==> config.mk <==
export PLATFORM = sky130hd
export DESIGN_NAME = worley_point_scheduler
export DESIGN_NICKNAME = d
export VERILOG_FILES = /design/src/rtl/worley_point_scheduler.sv
export SDC_FILE = /design/constraint.sdc
export NUM_CORES = 1
export LEC_CHECK = 0
export ABC_AREA = 1
export CORE_MARGIN = 2
export CORE_UTILIZATION = 55
export CTS_CLUSTER_DIAMETER = 200
export DETAILED_ROUTE_END_ITERATION = 8
export PLACE_DENSITY = 0.83
export SLEW_MARGIN = 20
export SYNTH_ARGS = -nofsm -noshare
export SYNTH_HDL_FRONTEND = slang
export SYNTH_SLANG_ARGS = --single-unit
==> constraint.sdc <==
create_clock -name clk -period 5.5 [get_ports clk]
set_input_delay 1.65 -clock clk [delete_from_list [all_inputs] [get_ports clk]]
set_output_delay 1.65 -clock clk [all_outputs]
set_load 0.1 [all_outputs]
==> src/rtl/worley_point_scheduler.sv <==
// Per-frame feature-point sequencer for Worley noise: steps each point once per frame through a
// shared adder/bounce unit, then commits a stable snapshot for the distance datapath.
module worley_point_scheduler #(
   parameter int unsigned NPTS = 4,
   parameter int unsigned XW   = 10,
   parameter int unsigned YW   = 10,
   parameter int unsigned VW   = 4,
   parameter int unsigned XMAX = 639,
   parameter int unsigned YMAX = 479,
   localparam int unsigned IW  = $clog2(NPTS)
) (
   input  logic                 clk,
   input  logic                 rst_n,
   input  logic                 frame_start,
   input  logic                 cfg_we,
   input  logic [IW-1:0]        cfg_idx,
   input  logic [XW-1:0]        cfg_x,
   input  logic [YW-1:0]        cfg_y,
   input  logic [VW-1:0]        cfg_vx,
   input  logic [VW-1:0]        cfg_vy,
   output logic                 cfg_ready,
   output logic [NPTS*XW-1:0]   pts_x,
   output logic [NPTS*YW-1:0]   pts_y,
   output logic                 busy,
   output logic                 overrun,
   output logic [19:0]          frame_cnt
);

   typedef enum logic [1:0] {StIdle, StUpdate, StCommit} state_e;

   state_e        state_q, state_d;
   logic [IW-1:0] idx_q;

   logic [XW-1:0] wx_q [NPTS];
   logic [YW-1:0] wy_q [NPTS];
   logic [VW-1:0] vx_q [NPTS];
   logic [VW-1:0] vy_q [NPTS];

   function automatic logic [XW-1:0] rst_x(input int unsigned k);
      return XW'((XMAX / NPTS) * k + XMAX / (2 * NPTS));
   endfunction

   function automatic logic [VW-1:0] rst_vy(input int unsigned k);
      return (k % 2 == 1) ? {VW{1'b1}} : VW'(1);
   endfunction

   localparam logic [YW-1:0] RstY = YW'(YMAX / 2);

   // Shared step unit: position widened by one bit so under/overflow show as sign or > max.
   logic signed [XW:0] nx;
   logic signed [YW:0] ny;
   logic               x_ok, y_ok;
   logic [XW-1:0]      cfg_x_clamped;
   logic [YW-1:0]      cfg_y_clamped;

   always_comb begin
      nx   = $signed({1'b0, wx_q[idx_q]}) +
             $signed({{(XW + 1 - VW){vx_q[idx_q][VW-1]}}, vx_q[idx_q]});
      ny   = $signed({1'b0, wy_q[idx_q]}) +
             $signed({{(YW + 1 - VW){vy_q[idx_q][VW-1]}}, vy_q[idx_q]});
      x_ok = !nx[XW] && (nx[XW-1:0] <= XW'(XMAX));
      y_ok = !ny[YW] && (ny[YW-1:0] <= YW'(YMAX));
      cfg_x_clamped = (cfg_x > XW'(XMAX)) ? XW'(XMAX) : cfg_x;
      cfg_y_clamped = (cfg_y > YW'(YMAX)) ? YW'(YMAX) : cfg_y;
   end

   always_comb begin
      state_d = state_q;
      unique case (state_q)
         StIdle:   if (frame_start) state_d = StUpdate;
         StUpdate: if (idx_q == IW'(NPTS - 1)) state_d = StCommit;
         StCommit: state_d = StIdle;
         default:  state_d = StIdle;
      endcase
   end

   assign cfg_ready = (state_q == StIdle);
   assign busy      = (state_q != StIdle);

   always_ff @(posedge clk or negedge rst_n) begin
      if (!rst_n) begin
         state_q <= StIdle;
         idx_q   <= '0;
         overrun <= 1'b0;
      end else begin
         state_q <= state_d;
         idx_q   <= (state_q == StUpdate) ? idx_q + 1'b1 : '0;
         if (frame_start && state_q != StIdle) overrun <= 1'b1;
      end
   end

   // Working set: config writes only in idle, stepping only in update, so they never collide.
   always_ff @(posedge clk or negedge rst_n) begin
      if (!rst_n) begin
         for (int k = 0; k < NPTS; k++) begin
            wx_q[k] <= rst_x(k);
            wy_q[k] <= RstY;
            vx_q[k] <= VW'(1);
            vy_q[k] <= rst_vy(k);
         end
      end else if (state_q == StIdle && cfg_we) begin
         wx_q[cfg_idx] <= cfg_x_clamped;
         wy_q[cfg_idx] <= cfg_y_clamped;
         vx_q[cfg_idx] <= cfg_vx;
         vy_q[cfg_idx] <= cfg_vy;
      end else if (state_q == StUpdate) begin
         if (x_ok) wx_q[idx_q] <= nx[XW-1:0];
         else      vx_q[idx_q] <= -vx_q[idx_q];
         if (y_ok) wy_q[idx_q] <= ny[YW-1:0];
         else      vy_q[idx_q] <= -vy_q[idx_q];
      end
   end

   always_ff @(posedge clk or negedge rst_n) begin
      if (!rst_n) begin
         for (int k = 0; k < NPTS; k++) begin
            pts_x[k*XW +: XW] <= rst_x(k);
            pts_y[k*YW +: YW] <= RstY;
         end
         frame_cnt <= '0;
      end else if (state_q == StCommit) begin
         for (int k = 0; k < NPTS; k++) begin
            pts_x[k*XW +: XW] <= wx_q[k];
            pts_y[k*YW +: YW] <= wy_q[k];
         end
         frame_cnt <= frame_cnt + 20'd1;
      end
   end

endmodule
==> run metrics, run 1 <==
final setup fails 0; # resized after CTS 0; CORE AREA about 22000 um^2; r2r endpoint wy_q[17]$_DFFE_PN1P_; initial antenna violation count 0; flop-to-flop setup slack ~1.3 ns; Starting Density 0.557; Syn Inst Count ~1500; Final Hold Fails 0; clk root buf clkbuf_16; Worst Path Arrival about 4.6 ns; CP endpoint kind register; Reg2Reg Launch Point idx_q[0]$_DFF_PN0_; Slew HR 0.312; Detail Route Antenna Nets 0; RSZ-0062 raised after global routing no; grt ovf 0; P&R area growth vs syn 18.1%; Hold WC Path Type reg -> reg; Die W about 150 um; num ports between 100 and 150; TritonCTS clock tree yes; vias in the first global route between 10000 and 15000; post-DR vias/cell between 5 and 6; min Tclk post-route 4.17 ns; DR WL/cell around 18 um; Skew-Pair Late Insertion Delay 0.52 ns; global-route usage over all layers 0.291; pin count of the biggest net entering global routing around 130; commonest non-fill, non-tap cell in the layout nand2_1; syn avg cell area ~7.8 um^2; I/O Buffers roughly 140; Clock Path Buffers 3; via count ~11000; diode count 0; CTS Hold Bufs 0; Routability Congestion between 0.9 and 1; worst setup path category reg -> reg; worst slew pin tran a little over 1 ns; crit-path cells inv_2 -> nand2_1 -> nand3_1 -> nand2_1 -> inv_1 -> ha_1 -> fa_1 -> nand3_1 -> nand3_1 -> nand2_1 -> nand2_1 -> nand2_1 -> nand2_1 -> inv_1 -> nand3_2 -> nand4_1 -> nand2_2 -> nand3_1 -> nand2_1; CTS sink cnt around 220; CP max stage cell inv_2; hpwl dp about 24 mm; die area between 20000 and 25000 um^2; most frequent cells in the layout nand2_1, clkdlybuf4s50_1, nand3_1; number of H-tree levels 1; drt first pass iters 7; Final Skew between 0.008 and 0.009 ns; hold path endpoint vy_q[8]$_DFFE_PN1P_; post-synth cell types 37; max-slew violation count 0; status finished clean; R2R depth 19; CP startpoint idx_q[0]$_DFF_PN0_; Fin Setup TNS 0 ns; Fill cells between 1500 and 2000; synthesized net count 1602; CTS clk-pin slew, worst paths 0.06 ns; Detailed Route Iter0 Violations 1398; crit path launch type register; Synth area leaders dfstp_2, dfrtp_1, nand2_1, o22ai_1, nand3_1; cell repeated most along the worst path nand2_1; hold path depth 2; largest stage delay on the critical path approximately 0.73 ns; Achievable Freq around 240 MHz; maxcap violations 0; final wirelength about 34 mm; first-pass GRT wire length between 50 and 60 mm; Remaining DRCs 0; Yosys top cell area share 0.239; final net count between 1500 and 2000; Yosys reg bits roughly 220; setup bufs post-CTS 0; synth warn 0; num rows 54; min-delay src vy_q[8]$_DFFE_PN1P_; layout cells sized above 1 0.131; CP Data Required Time between 5 and 6 ns; worst-path fanout max 59; post-synth top area cell dfstp_2; Syn Std Cell Area about 12000 um^2; Tcrit/Tclk final 0.758; number of buffers created by CTS 24; register area share after synthesis 0.461; Die Y around 150 um
-- cell type report --
cell class,instances,area (um^2),area share
multi-input combinational,1154,5760,0.404
sequential,217,5570,0.391
timing repair buffer,148,1470,0.103
clock buffer,35,703,0.0493
tap,280,350,0.0246
inverter,89,334,0.0234
clock inverter,8,73.8,0.00518
-- Yosys cell counts --
cell	n
fa_1	2
inv_1	84
ha_1	27
nor2_4	1
nand2_2	20
xor2_1	14
nand3_4	9
nor2_1	88
o21bai_1	3
o21ai_1	3
nand3_2	8
nand2_1	582
nor4_1	2
a21oi_2	2
buf_6	10
dfrtp_1	107
o21ai_0	65
a21oi_1	15
nand3_1	133
nor4_2	1
a21o_1	1
buf_1	8
dfstp_2	110
a31oi_1	1
nand2_4	3
nand4_1	41
nand2_8	2
nor3_1	2
xnor2_1	13
clkbuf_1	37
inv_2	5
nor2_2	2
xor2_2	2
buf_4	6
o22ai_1	111
nor3_2	1
buf_2	18
-- metal layers --
metal,track usage,vias up,share of wire
met1,0.422,5223,0.43
li1,-,5305,-
met2,0.450,605,0.45
met3,0.0620,78,0.11
met5,0,-,0
met4,0.0712,0,0.020
-- per-stage QoR --
step	hold WS [ns]	std cells	setup slack [ns]	utilization	area, um^2
5_1_grt	0.477	1931	0.933	0.657	14300
3_3_place_gp	0.442	1888	1.35	0.621	13500
6_report	0.463	1931	1.33	0.657	14300
4_1_cts	0.462	1931	1.41	0.657	14200
3_5_place_dp	0.450	1888	1.30	0.621	13500
2_1_floorplan	0.442	1539	2.24	-	12100
-- worst max path at each step --
stage | end | slack (ns) | cells after the start
2_1_floorplan | busy | 2.24 | 2
3_3_place_gp | wy_q[8]$_DFFE_PN0P_ | 1.35 | 8
6_report | wy_q[17]$_DFFE_PN1P_ | 1.33 | 19
5_1_grt | wy_q[17]$_DFFE_PN1P_ | 0.93 | 19
3_5_place_dp | wy_q[28]$_DFFE_PN0P_ | 1.30 | 8
4_1_cts | wy_q[17]$_DFFE_PN1P_ | 1.41 | 19
-- worst max-delay path, delay by kind of cell (launching register included) --
family	cells	cell delay [ns]
DFF	1	0.38
buffers and inverters	3	0.92
and+or+nand+nor	14	2.20
adders and majority gates	2	0.57
-- cell families after synthesis --
kind of cell / share of synthesized area
AO/OA/AOI/OAI: 0.0964
adder cells (fa/ha/maj): 0.0313
flip-flops: 0.461
XOR/XNOR: 0.0223
buffers and inverters: 0.0622
AND/OR/NAND/NOR: 0.327
-- registers in the layout, summed over array words and instances, names as in the netlist --
register / cells
wx_q: 40
vy_q: 16
overrun: 1
pts_x: 40
state_q: 2
pts_y: 40
frame_cnt: 20
vx_q: 16
wy_q: 40
idx_q: 2
Power of run 1 is left out: the tool's default activity adds up to more than one toggle a clock period on the data nets, which glitch-free logic cannot reach.
==> inputs of run 2 (changes only) <==
==> constraint.sdc (replaced) <==
create_clock -name clk -period 4 [get_ports clk]
set_input_delay 1.2 -clock clk [delete_from_list [all_inputs] [get_ports clk]]
set_output_delay 1.2 -clock clk [all_outputs]
set_load 0.1 [all_outputs]
==> run 2 against run 1 <==
Net effect:
- routed wire length is 3.4% higher
- flip-flop and latch count stayed put
- sequential share of layout area down 0.25 points
- via count up 2.5%
- critical path depth fell by 3
- global-route usage increased by 0.62 points
- cell area increased by 0.63%
- die area is the same
- core utilization rose by 0.42 points
- critical path type unchanged
- largest cell class unchanged
==> run metrics, run 2 (same netlist as run 1, synthesis figures left out) <==
Detailed Route Iter0 Violations 1246 (-11%); Die Y 152 um (unchanged); final setup fails 0 (unchanged); Tcrit/Tclk final 0.905 (+0.148); crit-path cells inv_1 -> buf_4 -> o21ai_0 -> o22ai_1 -> ha_1 -> nand2_1 -> inv_1 -> a21oi_1 -> nand3_1 -> nand2_1 -> inv_1 -> nand3_2 -> nand4_1 -> nand2_2 -> nand3_1 -> nand2_1; commonest non-fill, non-tap cell in the layout nand2_1; hpwl dp 25.2 mm (+4.4%); crit path launch type register; vias in the first global route 10823 (+3.8%); final net count 1719 (+1.3%); Slew HR 0.328 (+0.0160); Clock Path Buffers 3 (unchanged); max-slew violation count 0 (unchanged); CP Data Required Time 4.45 ns (-1.51 ns); Achievable Freq 276 MHz (+15%); CP max stage cell nand2_2; post-DR vias/cell 5.88 (+1.3%); Final Skew 0.0128 ns (+0.00439 ns); worst slew pin tran 1.00 ns (-0.0272 ns); Final Hold Fails 0 (unchanged); diode count 0 (unchanged); TritonCTS clock tree yes; Worst Path Arrival 4.07 ns (-0.55 ns); clk root buf clkbuf_16; global-route usage over all layers 0.297 (+0.00623); number of buffers created by CTS 25 (+4.2%); Remaining DRCs 0 (unchanged); layout cells sized above 1 0.175 (+0.0442); min Tclk post-route 3.62 ns (-0.546 ns); area occupied by multi-input gates 5750 um^2 (about the same); Detail Route Antenna Nets 0 (unchanged); grt ovf 0 (unchanged); pin count of the biggest net entering global routing 94 (-29%); Buf+Inv Stages, Crit Path 4 (+1); most frequent cells in the layout nand2_1, nand3_1, o22ai_1; Skew-Pair Late Insertion Delay 0.52 ns (about the same); worst setup path category reg -> reg; Hold WC Path Type reg -> reg; Fill cells 1801 (+1.9%); CORE AREA 21700 um^2 (unchanged); worst-path fanout max 40 (-32%); DR WL/cell 18.1 um (+2.2%); Starting Density 0.557 (unchanged); Routability Congestion 1.07 (+7.2%); CTS sink cnt 217 (unchanged); Die W 152 um (unchanged); drt first pass iters 6 (-1); die area 23100 um^2 (unchanged); I/O Buffers 136 (unchanged); num rows 54 (unchanged); first-pass GRT wire length 56.5 mm (+2.4%); # resized after CTS 0 (unchanged); largest stage delay on the critical path 0.58 ns (-0.15 ns); via count 11493 (+2.5%); maxcap violations 0 (unchanged); num ports 137 (unchanged); final wirelength 35.3 mm (+3.4%); CTS Hold Bufs 0 (unchanged); CTS clk-pin slew, worst paths 0.06 ns (about the same); register area 5570 um^2 (unchanged); Fin Setup TNS 0 ns (unchanged); P&R area growth vs syn 18.8%; status finished clean; setup bufs post-CTS 0 (unchanged); CP endpoint kind register; RSZ-0062 raised after global routing no; CP top delay family simple AND/OR/NAND/NOR gates; initial antenna violation count 0 (unchanged); number of H-tree levels 1 (unchanged)
==> run 2: path summary, 6_finish.rpt <==
| kind | startpoint | endpoint | slack (ns) | cells past startpoint |
|---|---|---|---|---|
| worst min register to register | pts_y[26]$_DFFE_PN1N_ | pts_y[26]$_DFFE_PN1N_ | 0.47 | 2 |
| worst min-delay path | pts_y[26]$_DFFE_PN1N_ | pts_y[26]$_DFFE_PN1N_ | 0.47 | 2 |
| worst max register to register | idx_q[1]$_DFF_PN0_ | wy_q[8]$_DFFE_PN0P_ | 0.38 | 16 |
| max in group asynchronous | rst_n | wx_q[5]$_DFFE_PN1P_ | 2.33 | 2 |
| worst max-delay path | idx_q[1]$_DFF_PN0_ | wy_q[8]$_DFFE_PN0P_ | 0.38 | 16 |
| min in group asynchronous | rst_n | vy_q[6]$_DFFE_PN0P_ | 0.77 | 1 |
==> run 2: cell type report <==
cell class / instances / share of cell area
clock inverters: 8 / 0.00488
multi-input cells: 1154 / 0.401
repair buffers: 169 / 0.106
clock buffers: 37 / 0.0523
well taps: 280 / 0.0244
flip-flops and latches: 217 / 0.388
inverters: 89 / 0.0233
==> run 2: layer usage <==
metal	wire, um	vias up	GRT usage
li1	-	5332	-
met1	14800	5385	0.427
met2	15500	672	0.449
met3	3850	104	0.0705
met4	1120	0	0.0939
met5	0	-	0
==> run 2: stage by stage <==
step,worst slack [ns],utilization,hold WS [ns],area [um^2],cells
final,0.379,0.661,0.466,14300,1954
after global routing,0.111,0.661,0.477,14300,1954
after floorplan,1.06,-,0.442,12100,1539
after detailed placement,0.538,0.624,0.459,13500,1909
after global placement,0.598,0.624,0.441,13500,1909
after CTS,0.519,0.661,0.469,14300,1954
==> run 2: worst min-delay path, stage by stage, from the launching register on <==
cell	delay [ns]
dfstp_2	0.37
nand2_1	0.05
nand2_1	0.05
Power of run 2 is left out for the same reason.
==> inputs of run 3 (changes only) <==
--- a/config.mk
+++ b/config.mk
@@ -6,9 +6,11 @@
 export NUM_CORES = 1
 export LEC_CHECK = 0
 export ABC_AREA = 1
+export CAP_MARGIN = 20
 export CORE_MARGIN = 2
 export CORE_UTILIZATION = 55
 export CTS_CLUSTER_DIAMETER = 200
+export CTS_CLUSTER_SIZE = 40
 export DETAILED_ROUTE_END_ITERATION = 8
 export PLACE_DENSITY = 0.83
 export SLEW_MARGIN = 20
==> run 3 against run 2 <==
Net effect:
- global-route usage is 0.40 points lower
- via count is 1.9% lower
- sequential share of layout area increased by 1.6 points
- critical path depth rose by 2
- clock skew is 0.016 ns higher
- first-iteration DRC count fell by 3.4%
==> run metrics, run 3 (same netlist as run 1, synthesis figures left out) <==
CTS sink cnt 217 (unchanged); final wirelength 34.5 mm (-2.3%); CTS clk-pin slew, worst paths 0.15 ns (+0.09 ns); min Tclk post-route 3.59 ns (-0.0268 ns); Final Hold Fails 0 (unchanged); CP endpoint kind register; first-pass GRT wire length 55.9 mm (-1.0%); worst setup path category reg -> reg; initial antenna violation count 0 (unchanged); Starting Density 0.557 (unchanged); min-delay src pts_y[36]$_DFFE_PN1N_; Remaining DRCs 0 (unchanged); number of H-tree levels 1 (unchanged); Final Skew 0.0285 ns (+0.0157 ns); number of buffers created by CTS 9 (-64%); final net count 1703 (-0.93%); setup bufs post-CTS 0 (unchanged); Die Y 152 um (unchanged); Detailed Route Iter0 Violations 1204 (-3.4%); crit-path cells buf_4 -> nand2_1 -> nand3_1 -> nand2_1 -> inv_1 -> ha_1 -> fa_1 -> nand3_1 -> nand3_1 -> nand2_1 -> nand3_1 -> nand2_1 -> inv_1 -> nand3_2 -> nand4_1 -> nand2_2 -> nand3_1 -> nand2_1; Clock Path Buffers 3 (unchanged); max-slew violation count 0 (unchanged); vias in the first global route 10711 (-1.0%); # resized after CTS 0 (unchanged); Achievable Freq 278 MHz (+0.74%); Layout Cells excl Fill 1922 (-1.6%); CORE AREA 21700 um^2 (unchanged); Reg2Reg Launch Point idx_q[0]$_DFF_PN0_; Fin Setup TNS 0 ns (unchanged); crit path launch type register; Fill cells 1889 (+4.9%); CTS Hold Bufs 0 (unchanged); status finished clean; drt first pass iters 8 (+2); grt ovf 0 (unchanged); post-DR vias/cell 5.87 (-0.25%); flop-to-flop setup slack 0.41 ns (+0.03 ns); diode count 0 (unchanged); worst-path fanout max 40 (unchanged); commonest non-fill, non-tap cell in the layout nand2_1; R2R depth 18 (+2); setup slack after layout 0.406 ns (+0.0268 ns); CP startpoint idx_q[0]$_DFF_PN0_; Setup crit end wy_q[2]$_DFFE_PN1P_; maxcap violations 0 (unchanged); Hold WC Path Type reg -> reg; pin count of the biggest net entering global routing 94 (unchanged); I/O Buffers 136 (unchanged); placed cells 1909 (unchanged); Worst Path Arrival 4.03 ns (-0.04 ns); final setup fails 0 (unchanged); largest stage delay on the critical path 0.57 ns (about the same); hpwl dp 25.2 mm (unchanged); Die W 152 um (unchanged); global-route usage over all layers 0.293 (-0.00402); clk root buf clkbuf_16; num ports 137 (unchanged); Tcrit/Tclk final 0.899 (-0.00669); P&R area growth vs syn 14.3%; CP Data Required Time 4.44 ns (about the same); most frequent cells in the layout nand2_1, nand3_1, o22ai_1; DR WL/cell 17.9 um (-0.62%); Slew HR 0.328 (about the same); r2r endpoint wy_q[2]$_DFFE_PN1P_; num rows 54 (unchanged); via count 11277 (-1.9%); layout cells sized above 1 0.160 (-0.0155); Skew-Pair Late Insertion Delay 0.50 ns (-0.02 ns); TritonCTS clock tree yes; worst slew pin tran 1.00 ns (-0.000330 ns); RSZ-0062 raised after global routing no; Setup WS pre-CTS 0.538 ns (unchanged); Routability Congestion 1.07 (unchanged); Detail Route Antenna Nets 0 (unchanged); CP max stage cell nand2_2; die area 23100 um^2 (unchanged)
==> run 3: layer usage <==
layer	global-route usage	routed length (um)	up-vias
li1	-	-	5283
met1	0.426	14600	5266
met2	0.443	15000	622
met3	0.0631	3720	106
met4	0.0912	1190	0
met5	0	0	-
==> run 3: how the worst min path moves through the flow <==
stage / endpoint / depth (start not counted)
after CTS: vy_q[4]$_DFFE_PN1P_ / 2
after floorplan: vx_q[11]$_DFFE_PN0P_ / 2
final: pts_y[36]$_DFFE_PN1N_ / 2
after global placement: overrun$_DFFE_PN0P_ / 1
after detailed placement: pts_y[37]$_DFFE_PN1N_ / 2
after global routing: wy_q[30]$_DFFE_PN1P_ / 2
==> run 3: metrics by stage <==
| stage | hold slack [ns] | instance area, um^2 | util |
|---|---|---|---|
| 2_1_floorplan | 0.442 | 12100 | - |
| 3_3_place_gp | 0.441 | 13500 | 0.624 |
| 3_5_place_dp | 0.459 | 13500 | 0.624 |
| 4_1_cts | 0.479 | 13800 | 0.636 |
| 5_1_grt | 0.489 | 13800 | 0.636 |
| 6_report | 0.476 | 13800 | 0.636 |
==> run 3: worst max-delay path, delay by kind of cell (launching register included) <==
kind / cells / cell delay (ns)
buffers and inverters: 3 / 0.36
DFF: 1 / 0.46
and+or+nand+nor: 13 / 1.97
adders and majority gates: 2 / 0.73
==> run 3: area by class of cell <==
type,instances,area [um^2],area share
inverters,89,334,0.0242
well taps,280,350,0.0254
multi-input cells,1154,5750,0.417
clock buffers,12,236,0.0171
repair buffers,169,1520,0.110
flip-flops and latches,217,5570,0.404
clock inverters,1,30.0,0.00218
Power of run 3 is left out for the same reason.
==> edit: new RTL, config.mk and constraints of run 3 <==
Make the reset (`rst_n`) synchronous in 3 clocked blocks.
--- a/src/rtl/worley_point_scheduler.sv
+++ b/src/rtl/worley_point_scheduler.sv
@@ -78,5 +78,5 @@
    assign busy      = (state_q != StIdle);
 
-   always_ff @(posedge clk or negedge rst_n) begin
+   always_ff @(posedge clk) begin
       if (!rst_n) begin
          state_q <= StIdle;
@@ -91,5 +91,5 @@
 
    // Working set: config writes only in idle, stepping only in update, so they never collide.
-   always_ff @(posedge clk or negedge rst_n) begin
+   always_ff @(posedge clk) begin
       if (!rst_n) begin
          for (int k = 0; k < NPTS; k++) begin
@@ -112,5 +112,5 @@
    end
 
-   always_ff @(posedge clk or negedge rst_n) begin
+   always_ff @(posedge clk) begin
       if (!rst_n) begin
          for (int k = 0; k < NPTS; k++) begin
Behaviour: differs if rst_n is asserted again (counterexample within 4 cycles, from zero or initial values and one cycle with rst_n low); with rst_n held inactive, the same outputs for 4 cycles.
==> edit against run 3 <==
  * Sequential cell count unchanged
  * Synthesized area down 14%
  * Wire length down 22%
  * Setup slack worse by 0.091 ns
  * Design area down 11%
==> edit: results (changes against run 3) <==
track_usage_pct: 27.1  # -2.2 points
placed_area_um2: 12000  # -11%
syn_inst: 1267  # -18%
synth-edff-count: 112  # +112
grt_util_met3_pct: 4.25  # -2.1 points
grt_max_degree: 101  # +7.4%
drt-pass1-iter-count: 6  # -2
sh_seq_area_pct: 44.4  # +4.1 points
fillCellCount: 1531  # -19%
clock_buffers: 11  # -1
fp.coreArea_um2: 18600  # -14%
buf_share_pct: 12.6  # +1.6 points
wl_met2_um: 12000  # -20%
dp.cells: 1615  # -15%
synth_common_cells: "nand2_1, nor2_1, nand3_1"
synth_cell_type_count: 39  # +5.4%
global_route.usage.met1_pct: 40.7  # -1.9 points
highest_layer: "met4"
wl_per_cell_um: 16.6  # -7.5%
async_reset_ff_share_pct: 0  # -100 points
final_nets: 1452  # -15%
run_status: "completed"
clk_share_pct: 2.14  # +0.20 points
seq_power_mw: 2.51
seqCellArea_um2: 5470  # -1.8%
drt_iter0_markers: 1183  # -1.7%
routed_wl_um: 27000  # -22%
ys_seq_area_share_pct: 52.6  # +6.5 points
wl_met3_um: 2810  # -24%
grt_pass1_wl_um: 43500  # -22%
buffers: 164  # -3.0%
slew_headroom_pct: 29.8  # -3.0 points
cp_slowest_cell: "dfxtp_2"
inverters: 122  # +37%
multi_input_gates: 878  # -24%
gp_congestion: 0.995  # -7.0%
max_stage_delay_ns: 0.37  # -0.20 ns
ys.flop_type: "edfxtp_1"
seq_cell_count: 217  # unchanged
netlist_top_cells_area: "edfxtp_1, dfxtp_1, nand2_1, nor2_1, nand3_1"
vias: 9177  # -19%
multi_input_area_share_pct: 34.7  # -7.0 points
grt_pass1_vias: 8430  # -21%
drive_above_1_share_pct: 5.60  # -10 points
wl_met1_um: 11700  # -20%
arrival_ns: 3.85  # -0.18 ns
edit: cell types whose count changed after synthesis, moves of 29 or more:
cell	before	now
dfrtp_1	107	0
dfstp_2	110	0
dfxtp_1	0	105
edfxtp_1	0	112
inv_1	84	116
nand2_1	582	271
nand4_1	41	12
nor2_1	88	201
o21ai_0	65	101
o22ai_1	111	20
edit: path summary, 6_finish.rpt:
| kind | from | end | slack, ns | cells past startpoint |
|---|---|---|---|---|
| hold / removal | frame_cnt[19] | frame_cnt[19] | 0.46 | 1 |
| setup reg to reg | idx_q[0] | wy_q[3][1] | 0.31 | 19 |
| setup / recovery | idx_q[0] | wy_q[3][1] | 0.31 | 19 |
| hold reg to reg | frame_cnt[19] | frame_cnt[19] | 0.46 | 1 |
edit: cell families after synthesis:
group,after synthesis,share of synthesized area (%)
and+or+nand+nor,648,26.4
xor gates and xnor gates,17,1.43
other,1,0.0361
AOI/OAI and AO/OA,183,9.74
buffers and inverters,175,6.48
adders and majority gates,26,3.28
DFF,217,52.6
